==> config.mk <==
export PLATFORM = sky130hd
export DESIGN_NAME = regfile_wb_arbiter
export DESIGN_NICKNAME = d
export VERILOG_FILES = /design/src/rtl/regfile_wb_arbiter.sv
export SDC_FILE = /design/constraint.sdc
export NUM_CORES = 1
export LEC_CHECK = 0
export ABC_AREA = 0
export CAP_MARGIN = 20
export CORE_MARGIN = 8
export CORE_UTILIZATION = 36
export CTS_CLUSTER_SIZE = 40
export DETAILED_ROUTE_END_ITERATION = 10
export PLACE_DENSITY = 0.76
export SLEW_MARGIN = 20
export SYNTH_ARGS = -nofsm -noshare
export SYNTH_HDL_FRONTEND = slang
export SYNTH_SLANG_ARGS = --single-unit
==> constraint.sdc <==
create_clock -name clk -period 2.2 [get_ports clk]
set_input_delay 0.66 -clock clk [delete_from_list [all_inputs] [get_ports clk]]
set_output_delay 0.66 -clock clk [all_outputs]
set_load 0.01 [all_outputs]
==> src/rtl/regfile_wb_arbiter.sv <==
// Writeback arbiter: shares the single register-file write port between
// requester 0 (ALU) and requester 1 (load). Requests use valid/ready
// handshakes; accepted writes reach the write port one cycle later.
module regfile_wb_arbiter #(
  parameter int N_REG_ADDR = 5,
  parameter int N_DATA     = 32,
  parameter int N_CNT      = 16
) (
  input  logic                  clk,
  input  logic                  rstn,
  input  logic                  req0_valid,
  input  logic [N_REG_ADDR-1:0] req0_addr,
  input  logic [N_DATA-1:0]     req0_data,
  output logic                  req0_ready,
  input  logic                  req1_valid,
  input  logic [N_REG_ADDR-1:0] req1_addr,
  input  logic [N_DATA-1:0]     req1_data,
  output logic                  req1_ready,
  output logic                  rf_write_enable_3,
  output logic [N_REG_ADDR-1:0] rf_addr_3,
  output logic [N_DATA-1:0]     rf_write_data_3,
  output logic                  read_hold,
  output logic [N_CNT-1:0]      write_count
);

  // Requester that won the previous transfer; 1 after reset so that
  // requester 0 wins the first contention.
  logic                  last_grant;
  logic                  grant1;
  logic                  xfer;
  logic                  commit;
  logic [N_REG_ADDR-1:0] sel_addr;
  logic [N_DATA-1:0]     sel_data;

  // Grant selection, handshake and write-data mux; ready is gated by reset
  // so nothing is accepted while rstn is low.
  always_comb begin
    grant1     = req1_valid & (~req0_valid | ~last_grant);
    req0_ready = rstn & req0_valid & ~grant1;
    req1_ready = rstn & grant1;
    xfer       = req0_ready | req1_ready;
    sel_addr   = grant1 ? req1_addr : req0_addr;
    sel_data   = grant1 ? req1_data : req0_data;
    commit     = xfer & (sel_addr != '0);
  end

  // Remember who won the last completed transfer, including x0 transfers.
  always_ff @(posedge clk or negedge rstn) begin
    if (!rstn) begin
      last_grant <= 1'b1;
    end else if (xfer) begin
      last_grant <= grant1;
    end
  end

  // Register the accepted write; x0 writes are accepted but never strobed,
  // and address/data hold their last committed values otherwise.
  always_ff @(posedge clk or negedge rstn) begin
    if (!rstn) begin
      rf_write_enable_3 <= 1'b0;
      rf_addr_3         <= '0;
      rf_write_data_3   <= '0;
    end else begin
      rf_write_enable_3 <= commit;
      if (commit) begin
        rf_addr_3       <= sel_addr;
        rf_write_data_3 <= sel_data;
      end
    end
  end

  // Count committed writes, visible together with the strobe they belong to.
  always_ff @(posedge clk or negedge rstn) begin
    if (!rstn) begin
      write_count <= '0;
    end else if (commit) begin
      write_count <= write_count + N_CNT'(1);
    end
  end

  assign read_hold = rf_write_enable_3;

endmodule

# Yosys cells after proc, flatten, opt, wreduce, memory -nomap -nowiden
# Cells that the tools add are included.
[totals]
ram_bits = 0
mem_bits_ro = 0
latch_bits = 0
input_bits = 78
wordCells = 19
regBits = 55
mem_count = 0
output_inout_bits = 57
[classes]
reduce_logical = 1
n_div = 0
n_bitwise = 10
magnitude_cmp = 0
n_mul = 0
shift = 0
n_mux = 2
n_eq_ne = 0
add_sub_neg = 1
[op_table]
columns = ["operator", "n"]
rows = [
  ["two-way mux 32 bit", 1],
  ["adder 16 x 1 -> 16 bit, second input constant", 1],
  ["bitwise AND 1 bit", 5],
  ["two-way mux 5 bit", 1],
  ["nonzero test 5 bit", 1],
  ["NOT 1 bit", 3],
  ["OR 1 bit", 2],
]

# Depth between registers and ports, before layout
# Gate-level depths: netlist of the first run.
[logic_depth]
depth_word = 7
ltp_mapped = 6
mapped_depth_nobuf = 5

# Least setup slack after synthesis of the first run
# No wires, ideal clock.
[synth_path]
path_kind = "in2out"
startpoint = "input port req1_valid"
endpoint = "output port req1_ready"
cell_stages = 4
n_path_buf = 2
arrival_time_ns = 1.552
required_ns = 1.540
setup_slack_ns = -0.012
cell_sequence = "a21bo_1 > buf_2 > buf_2 > nor2_1"
[synth_between]
elab_chain_len = 2
[synth_lines]
columns = ["element", "line", "rtl"]
rows = [
  ["from (decl)", "15", "input logic req1_valid,"],
  ["bitwise AND 1 bit", "38", "grant1 = req1_valid & (~req0_valid | ~last_grant);"],
  ["bitwise AND 1 bit", "40", "req1_ready = rstn & grant1;"],
  ["to (decl)", "18", "output logic req1_ready,"],
]
# No other way between the ends.

# Final worst setup path of the first run
[layout_path]
startpoint = "input port req1_addr[2]"
endpoint = "register write_count[5]"
[layout_between]
elab_chain_len = 3
[layout_lines]
columns = ["element", "line", "rtl"]
rows = [
  ["from (decl)", "16", "input logic [N_REG_ADDR-1:0] req1_addr,"],
  ["two-way mux 5 bit", "42", "sel_addr = grant1 ? req1_addr : req0_addr;"],
  ["nonzero test 5 bit", "44", "commit = xfer & (sel_addr != '0);"],
  ["bitwise AND 1 bit", "44", ""],
  ["to (signal assigned)", "77", "write_count <= write_count + N_CNT'(1);"],
  ["to (decl)", "23", "output logic [N_CNT-1:0] write_count"],
]
# No other way between the ends.
# A chain may end at the register's enable or synchronous reset.

==> results of run 1 <==
[metal layers]
layer	wire length [um]	up-vias	track usage
li1	-	1214	-
met1	3620	1258	0.207
met2	4370	92	0.281
met3	815	6	0.0587
met4	54	0	0.0278
met5	0	-	0
[sequential cells by signal, summed over array words and instances (netlist names)]
name	flops
last_grant	1
read_hold	1
rf_addr_3	5
rf_write_data_3	32
write_count	16
[path summary, 6_finish.rpt]
path	start	to	cells after the start	slack, ps
hold reg to reg	write_count[11]	write_count[11]	1	490
max in group asynchronous	rstn	write_count[15]	3	1070
min in group asynchronous	rstn	rf_addr_3[0]	3	650
setup / recovery	req1_addr[2]	write_count[5]	7	60
hold / removal	write_count[11]	write_count[11]	1	490
setup reg to reg	last_grant	rf_write_data_3[2]	5	280
[stage by stage]
step,power (mW),hold WS [ps],util
final,3.05,489,0.621
after global routing,3.23,511,0.621
after CTS,3.05,498,0.608
after detailed placement,2.48,482,0.585
after global placement,2.45,477,0.585
after floorplan,1.79,364,-
[cell usage after synthesis, types with 2 or more instances]
master    count  area (um2)
buf_4         4        30.0
or4_4         2        22.5
o211ai_1      2        15.0
mux2i_1      38         380
xnor2_1       2        17.5
nor2_1        2        7.51
nand3_1       6        30.0
clkbuf_1      5        18.8
inv_1         2        7.51
and3_1        2        12.5
dfrtp_1      54        1350
nor4_1        4        25.0
xor2_1       13         114
nand4_1       4        25.0
buf_1         2        7.51
nor3_1        5        25.0
and4_1        2        17.5
o21ai_1       4        20.0
o21ai_0      69         345
nor4b_1       3        26.3
clkbuf_2      2        10.0
buf_2         8        40.0
[power by group through the flow]
stage | Clock, mW | Combinational [mW] | Sequential [mW]
after floorplan | 0 | 0.346 | 1.44
after global placement | 0 | 1.08 | 1.37
after detailed placement | 0 | 1.10 | 1.38
after CTS | 0.575 | 1.12 | 1.36
after global routing | 0.613 | 1.22 | 1.39
final | 0.556 | 1.13 | 1.36
[kinds of logic after synthesis]
logic type / count (synthesis) / share of synthesized area
buf+inv: 24 / 0.0434
mux: 39 / 0.146
simple gates: 34 / 0.0807
xor+xnor: 15 / 0.0484
compound gates: 83 / 0.169
fa+ha+maj: 1 / 0.00461
flops: 55 / 0.508
[what timing repair did]
item,CTS,global route
buffers inserted,4,0
pin swaps,2,4
setup endpoints to repair,53,22
resized for setup,23,13
cloned,2,2
hold buffers,0,0
[layout make-up]
class / instances / area [um2] / share of cell area
Inverter: 3 / 11.3 / 0.00248
Timing Repair Buffer: 164 / 1670 / 0.367
Sequential cell: 55 / 1380 / 0.304
Multi-Input combinational cell: 172 / 1270 / 0.279
Clock buffer: 6 / 82.6 / 0.0182
Tap cell: 99 / 124 / 0.0273
Clock inverter: 1 / 5.00 / 0.00110
[critical path, stage by stage]
cell and delay [ps]:
dlygate4sd2_1 270, or4_4 570, o31ai_4 260, buf_6 160
clkbuf_4 190, nor3_1 70, xor2_1 140
[layout by cell type (no fill, tap or decap), drive strengths merged, types with 2 or more instances in the layout]
cell / count
and3: 2
and4: 2
buf: 29
clkbuf: 9
clkdlybuf4s50: 121
dfrtp: 54
dlygate4sd2: 7
dlymetal6s2s: 3
inv: 3
mux2i: 38
nand3: 6
nand4: 4
nor2: 2
nor3: 6
nor4: 4
nor4b: 3
o211ai: 2
o21ai: 73
or4: 2
xnor2: 2
xor2: 13
==> impl_metrics.ini, run 1 <==
[layout]
fin_area_um2 = 4530
antennaDiodeCount = 0
stdcell_count = 500
fin_nets = 480
drive_gt1_frac = 0.137
synthToLayoutAreaGrowth_pct = 67.1
fillers = 635

[logic_synthesis]
avgSynthCellArea_um2 = 10.8
syn_nets = 330
synth_ff_type = dfrtp_1
ys_ff_latch = 55
syn_inst = 251
ys_types = 38
yosysSeqAreaShare = 0.508
netlist_area_um2 = 2710
synth_edf_count = 0
yosysWarnings = 0
synthArstFlopShare = 1.00

[floorplan]
start_util = 0.372
ios = 135
die_w_um = 103
die_h_um = 103
core-area_um2 = 7290
num_rows = 31
die_area_um2 = 10600

[placed_design]
io_buffers = 134
place_ws_ps = -566
place.gp.congestion = 0.896
placed_area_um2 = 4260
post-dp-hpwl_um = 6700
dp.cells = 485

[clock_tree]
cts-root-buf = clkbuf_8
cts_buffers = 5
cts_max_level = 2
path_clk_slew_ps = 90
cts_tree = yes
clk_latency_ps = 300
cts_sinks = 55
clock_path_buffers = 2

[global_routing]
grt_overflow = 0
antenna_found_initial = 0
grt_use_total = 0.168
grt_max_degree = 58
first_global_vias = 2787
grt_pass1_wl_um = 14000

[critical_path]
crit_path_end_kind = flip-flop
cp_max_fo = 8
critPathKind = input port to flip-flop
worst_ep_required_time_ps = 2390
setup.worst_path.start_class = input port
cp.arrival_ps = 2330

[route]
num_vias = 2570
wl_per_cell_um = 17.7
detail-route-antenna-nets = 0
firstDrtPassIters = 4
drt_iter0_drc = 86
drc = 0
avgViaCountPerCell = 5.14
routed_wl_um = 8860

[power_and_ir_drop]
p_per_area_nw_per_um2 = 672
power.switching_mw = 0.939
sw_frac_of_total = 0.308
vdd_ir_drop_max_v = 0.000282
p_int_mw = 2.11
power.leakage_nw = 2.01
p_seq_frac = 0.447
p_clk_frac = 0.182
combPwrFrac = 0.371

[sta]
postLayoutSetupSlackWorst_ps = 63.2
slew_headroom = 0.524
finalHoldViolCount = 0
fmax_ghz = 0.468
layout_worst_path_cycle_share = 0.971
rsz0062_at_grt = false
worst-slew-pin-transition_ps = 714
finalClockSkew_ps = 4.58
tns_ps = 0
setup_viol = 0
period_minus_slack_ps = 2140
maxSlewViolCount = 0

[run]
drv_cap = 0

[outcome]
status = completed

[hold_path]
hold_path_class = flip-flop to flip-flop
Note: power is estimated with default switching activity, not from simulation.
==> run 2: changes to the inputs <==
--- a/config.mk
+++ b/config.mk
@@ -12,6 +12,7 @@
 export CTS_CLUSTER_SIZE = 40
 export DETAILED_ROUTE_END_ITERATION = 10
 export PLACE_DENSITY = 0.76
+export SKIP_CTS_REPAIR_TIMING = 1
 export SLEW_MARGIN = 20
 export SYNTH_ARGS = -nofsm -noshare
 export SYNTH_HDL_FRONTEND = slang
==> impl_metrics.ini, run 2 (synthesis gave the netlist of run 1 again) <==
[sta]
period_minus_slack_ps = 2160
fmax_ghz = 0.463
maxSlewViolCount = 0
layout_worst_path_cycle_share = 0.981
slew_headroom = 0.534
worst-slew-pin-transition_ps = 699
finalClockSkew_ps = 5.02
setup_viol = 0
rsz0062_at_grt = false
finalHoldViolCount = 0

[floorplan]
num_rows = 31
die_w_um = 103
die_h_um = 103
core-area_um2 = 7290
start_util = 0.372
die_area_um2 = 10600
ios = 135

[placed_design]
dp.cells = 485
post-dp-hpwl_um = 6700
io_buffers = 134
place.gp.congestion = 0.896

[critical_path]
crit_path_end_kind = flip-flop
setup.worst_path.start_class = input port
worst_ep_required_time_ps = 2390
ff2ff_setup_slack_ps = 280
cp.arrival_ps = 2350
cp_max_fo = 6
critPathKind = input port to flip-flop

[clock_tree]
path_clk_slew_ps = 90
cts_max_level = 2
clk_latency_ps = 300
cts_tree = yes
cts_buffers = 5
clock_path_buffers = 2
cts_sinks = 55
cts-root-buf = clkbuf_8

[layout]
final_cell_mix = 122 x clkdlybuf4s50_1, 68 x o21ai_0, 54 x dfrtp_1
fin_nets = 477
fillers = 636
drive_gt1_frac = 0.118
synthToLayoutAreaGrowth_pct = 63.7
stdcell_count = 497
reg.largest.list = rf_write_data_3 (32), write_count (16), rf_addr_3 (5)
largest_register = rf_write_data_3
largest_reg_flops = 32
final_common_cell = clkdlybuf4s50_1
antennaDiodeCount = 0

[route]
routed_wl_um = 8640
drt_iter0_drc = 116
num_vias = 2541
drc = 0
firstDrtPassIters = 4
detail-route-antenna-nets = 0
wl_per_cell_um = 17.4
avgViaCountPerCell = 5.11

[power_and_ir_drop]
finalPower_mw = 3.01
power.leakage_nw = 2.01
vdd_ir_drop_max_v = 0.000279
p_per_area_nw_per_um2 = 678

[outcome]
status = completed

[global_routing]
grt_overflow = 0
antenna_found_initial = 0
first_global_vias = 2717
grt_max_degree = 58
grt_pass1_wl_um = 13700
grt_use_total = 0.163

[run]
drv_cap = 0

[hold_path]
hold_path_class = flip-flop to flip-flop
## run 2: changes by cell type in the layout (fill, tap and decap cells not counted), moves of 2 or more
cell            delta
buf_6              +2
dlygate4sd2_1      -7
clkbuf_16          -2
nor4b_2            -2
nor4b_1            +2
nor4_2             -2
dlymetal6s2s_1     +6
nor4_1             +3
buf_4              -3
## run 2: per-stage QoR
stage	utilization	worst slack, ps	hold WS [ps]	TNS (ps)	instance area, um2
after floorplan	-	54.9	364	0	2720
after global placement	0.585	-551	477	-19000	4260
after detailed placement	0.585	-566	482	-21220	4260
after CTS	0.597	-567	498	-4370	4350
after global routing	0.609	4.33	511	0	4440
final	0.609	42.1	489	0	4440
## run 2: path summary, 6_finish.rpt
check,start,endpoint,cells after the start
setup / recovery,req0_addr[4],write_count[1],6
hold / removal,write_count[11],write_count[11],1
setup reg to reg,last_grant,write_count[14],7
hold reg to reg,write_count[11],write_count[11],1
max in group asynchronous,rstn,read_hold,3
min in group asynchronous,rstn,rf_write_data_3[5],3
## run 2: where the power goes
group	total, mW	switching [mW]	internal [mW]
logic	1.10	0.452	0.643
registers	1.36	0.161	1.20
clock network	0.557	0.310	0.248
## run 2: critical path, cell delays in order
cell and delay, ps:
clkdlybuf4s50_1 440, or4_4 450, nor3_4 250, or2_4 220
inv_2 50, mux2_4 280
## run 2: cell type report
class	instances	area, um2	area share
clock buffer	6	82.6	0.0186
clock inverter	1	5.00	0.00113
inverter	3	11.3	0.00254
multi-input combinational	172	1230	0.276
sequential	55	1380	0.310
tap	99	124	0.0279
timing repair buffer	161	1610	0.363
## run 2: layer usage
metal  vias to the layer above  routed length (um)  track usage
met5                         -                   0            0
li1                       1206                   -            -
met4                         0                  54       0.0289
met2                       101                4200        0.270
met3                         6                 849       0.0594
met1                      1228                3530        0.200
==> run 3: changes to the inputs <==
--- a/config.mk
+++ b/config.mk
@@ -11,6 +11,7 @@
 export CORE_UTILIZATION = 36
 export CTS_CLUSTER_SIZE = 40
 export DETAILED_ROUTE_END_ITERATION = 10
+export GPL_TIMING_DRIVEN = 0
 export PLACE_DENSITY = 0.76
 export SKIP_CTS_REPAIR_TIMING = 1
 export SLEW_MARGIN = 20
==> impl_metrics.ini, run 3 (synthesis gave the netlist of run 1 again) <==
[power_and_ir_drop]
p_per_area_nw_per_um2 = 680
power.leakage_nw = 2.08
finalPower_mw = 3.10
vdd_ir_drop_max_v = 0.000300

[layout]
finish.utilization = 0.626
final_cell_mix = 121 x clkdlybuf4s50_1, 68 x o21ai_0, 54 x dfrtp_1
largest_register = rf_write_data_3
largest_reg_flops = 32
drive_gt1_frac = 0.142
fillers = 638
synthToLayoutAreaGrowth_pct = 68.4
fin_nets = 486
fin_area_um2 = 4570
antennaDiodeCount = 0
reg.largest.list = rf_write_data_3 (32), write_count (16), rf_addr_3 (5)
final_common_cell = clkdlybuf4s50_1
stdcell_count = 507

[clock_tree]
cts_buffers = 5
clock_path_buffers = 2
clk_latency_ps = 300
cts_sinks = 55
cts-root-buf = clkbuf_8
cts_tree = yes
path_clk_slew_ps = 90
cts_max_level = 2

[critical_path]
worst_path_most_repeated_cell = buf_12
crit_chain = buf_6 -> a21bo_4 -> buf_12 -> buf_12 -> nor2_2 -> buf_2
slowest_delay_ps = 230
critPathTopFamily = buffers and inverters
setup.worst_path.start_class = input port
cp.arrival_ps = 1510
path_buf_inv = 4
worst_ep_required_time_ps = 1540
critPathKind = input port to output port
cp_max_fo = 10
crit_path_end_kind = output port
cpMaxStageDelayCell = a21bo_4

[floorplan]
ios = 135
core-area_um2 = 7290
num_rows = 31
die_h_um = 103
die_area_um2 = 10600
die_w_um = 103
start_util = 0.372

[sta]
postLayoutSetupSlackWorst_ps = 32.7
period_minus_slack_ps = 2170
finalClockSkew_ps = 6.49
rsz0062_at_grt = false
maxSlewViolCount = 0
fmax_ghz = 0.461
setup_viol = 0
layout_worst_path_cycle_share = 0.985
worst_hold_slack_ps = 173
finalHoldViolCount = 0
worst-slew-pin-transition_ps = 730
slew_headroom = 0.513
tns_ps = 0

[route]
num_vias = 2563
firstDrtPassIters = 4
wl_per_cell_um = 17.4
drc = 0
avgViaCountPerCell = 5.06
detail-route-antenna-nets = 0
drt_iter0_drc = 62
routed_wl_um = 8830

[placed_design]
placed_area_um2 = 4180
post-dp-hpwl_um = 6570
place.gp.congestion = 0.825
place_ws_ps = -1150
dp.cells = 484
io_buffers = 134

[hold_path]
hold_path_class = input port to async pin

[outcome]
status = completed

[global_routing]
first_global_vias = 2714
grt_use_total = 0.160
antenna_found_initial = 0
grt_overflow = 0
grt_max_degree = 60
grt_pass1_wl_um = 13400

[run]
drv_cap = 0
run 3: report_power, final:
part           switching [mW]  internal, mW
Clock                   0.318         0.287
Combinational           0.463         0.677
Sequential              0.160          1.20
run 3: worst register-to-register path, stage by stage (launching register included):
cell	delay, ps
dfstp_2	570
a21bo_4	160
buf_4	130
o31ai_4	70
buf_6	140
buf_4	150
nor4_1	380
xor2_1	190
run 3: metal layers:
| layer | track usage | vias up | share of wire |
|---|---|---|---|
| met5 | 0 | - | 0 |
| met3 | 0.0560 | 8 | 0.10 |
| met4 | 0.0323 | 0 | 0.0096 |
| li1 | - | 1221 | - |
| met1 | 0.194 | 1229 | 0.40 |
| met2 | 0.267 | 105 | 0.49 |
run 3: area by class of cell:
class                      instances  area, um2  share of cell area
buffer                            21        188              0.0411
clock buffer                       7       96.3              0.0211
tap                               99        124              0.0271
inverter                           3       11.3             0.00247
timing repair buffer             149       1510               0.330
multi-input combinational        172       1250               0.275
sequential                        55       1380               0.302
clock inverter                     1       7.51             0.00164
run 3: final timing paths:
kind	startpoint	end	slack (ps)	depth (start not counted)
max	req0_valid	req1_ready	30	6
min	rstn	rf_addr_3[4]	170	1
max reg2reg	last_grant	write_count[11]	340	7
min reg2reg	write_count[15]	write_count[15]	480	1
max in group asynchronous	rstn	last_grant	1790	1
min in group clk	write_count[15]	write_count[15]	480	1
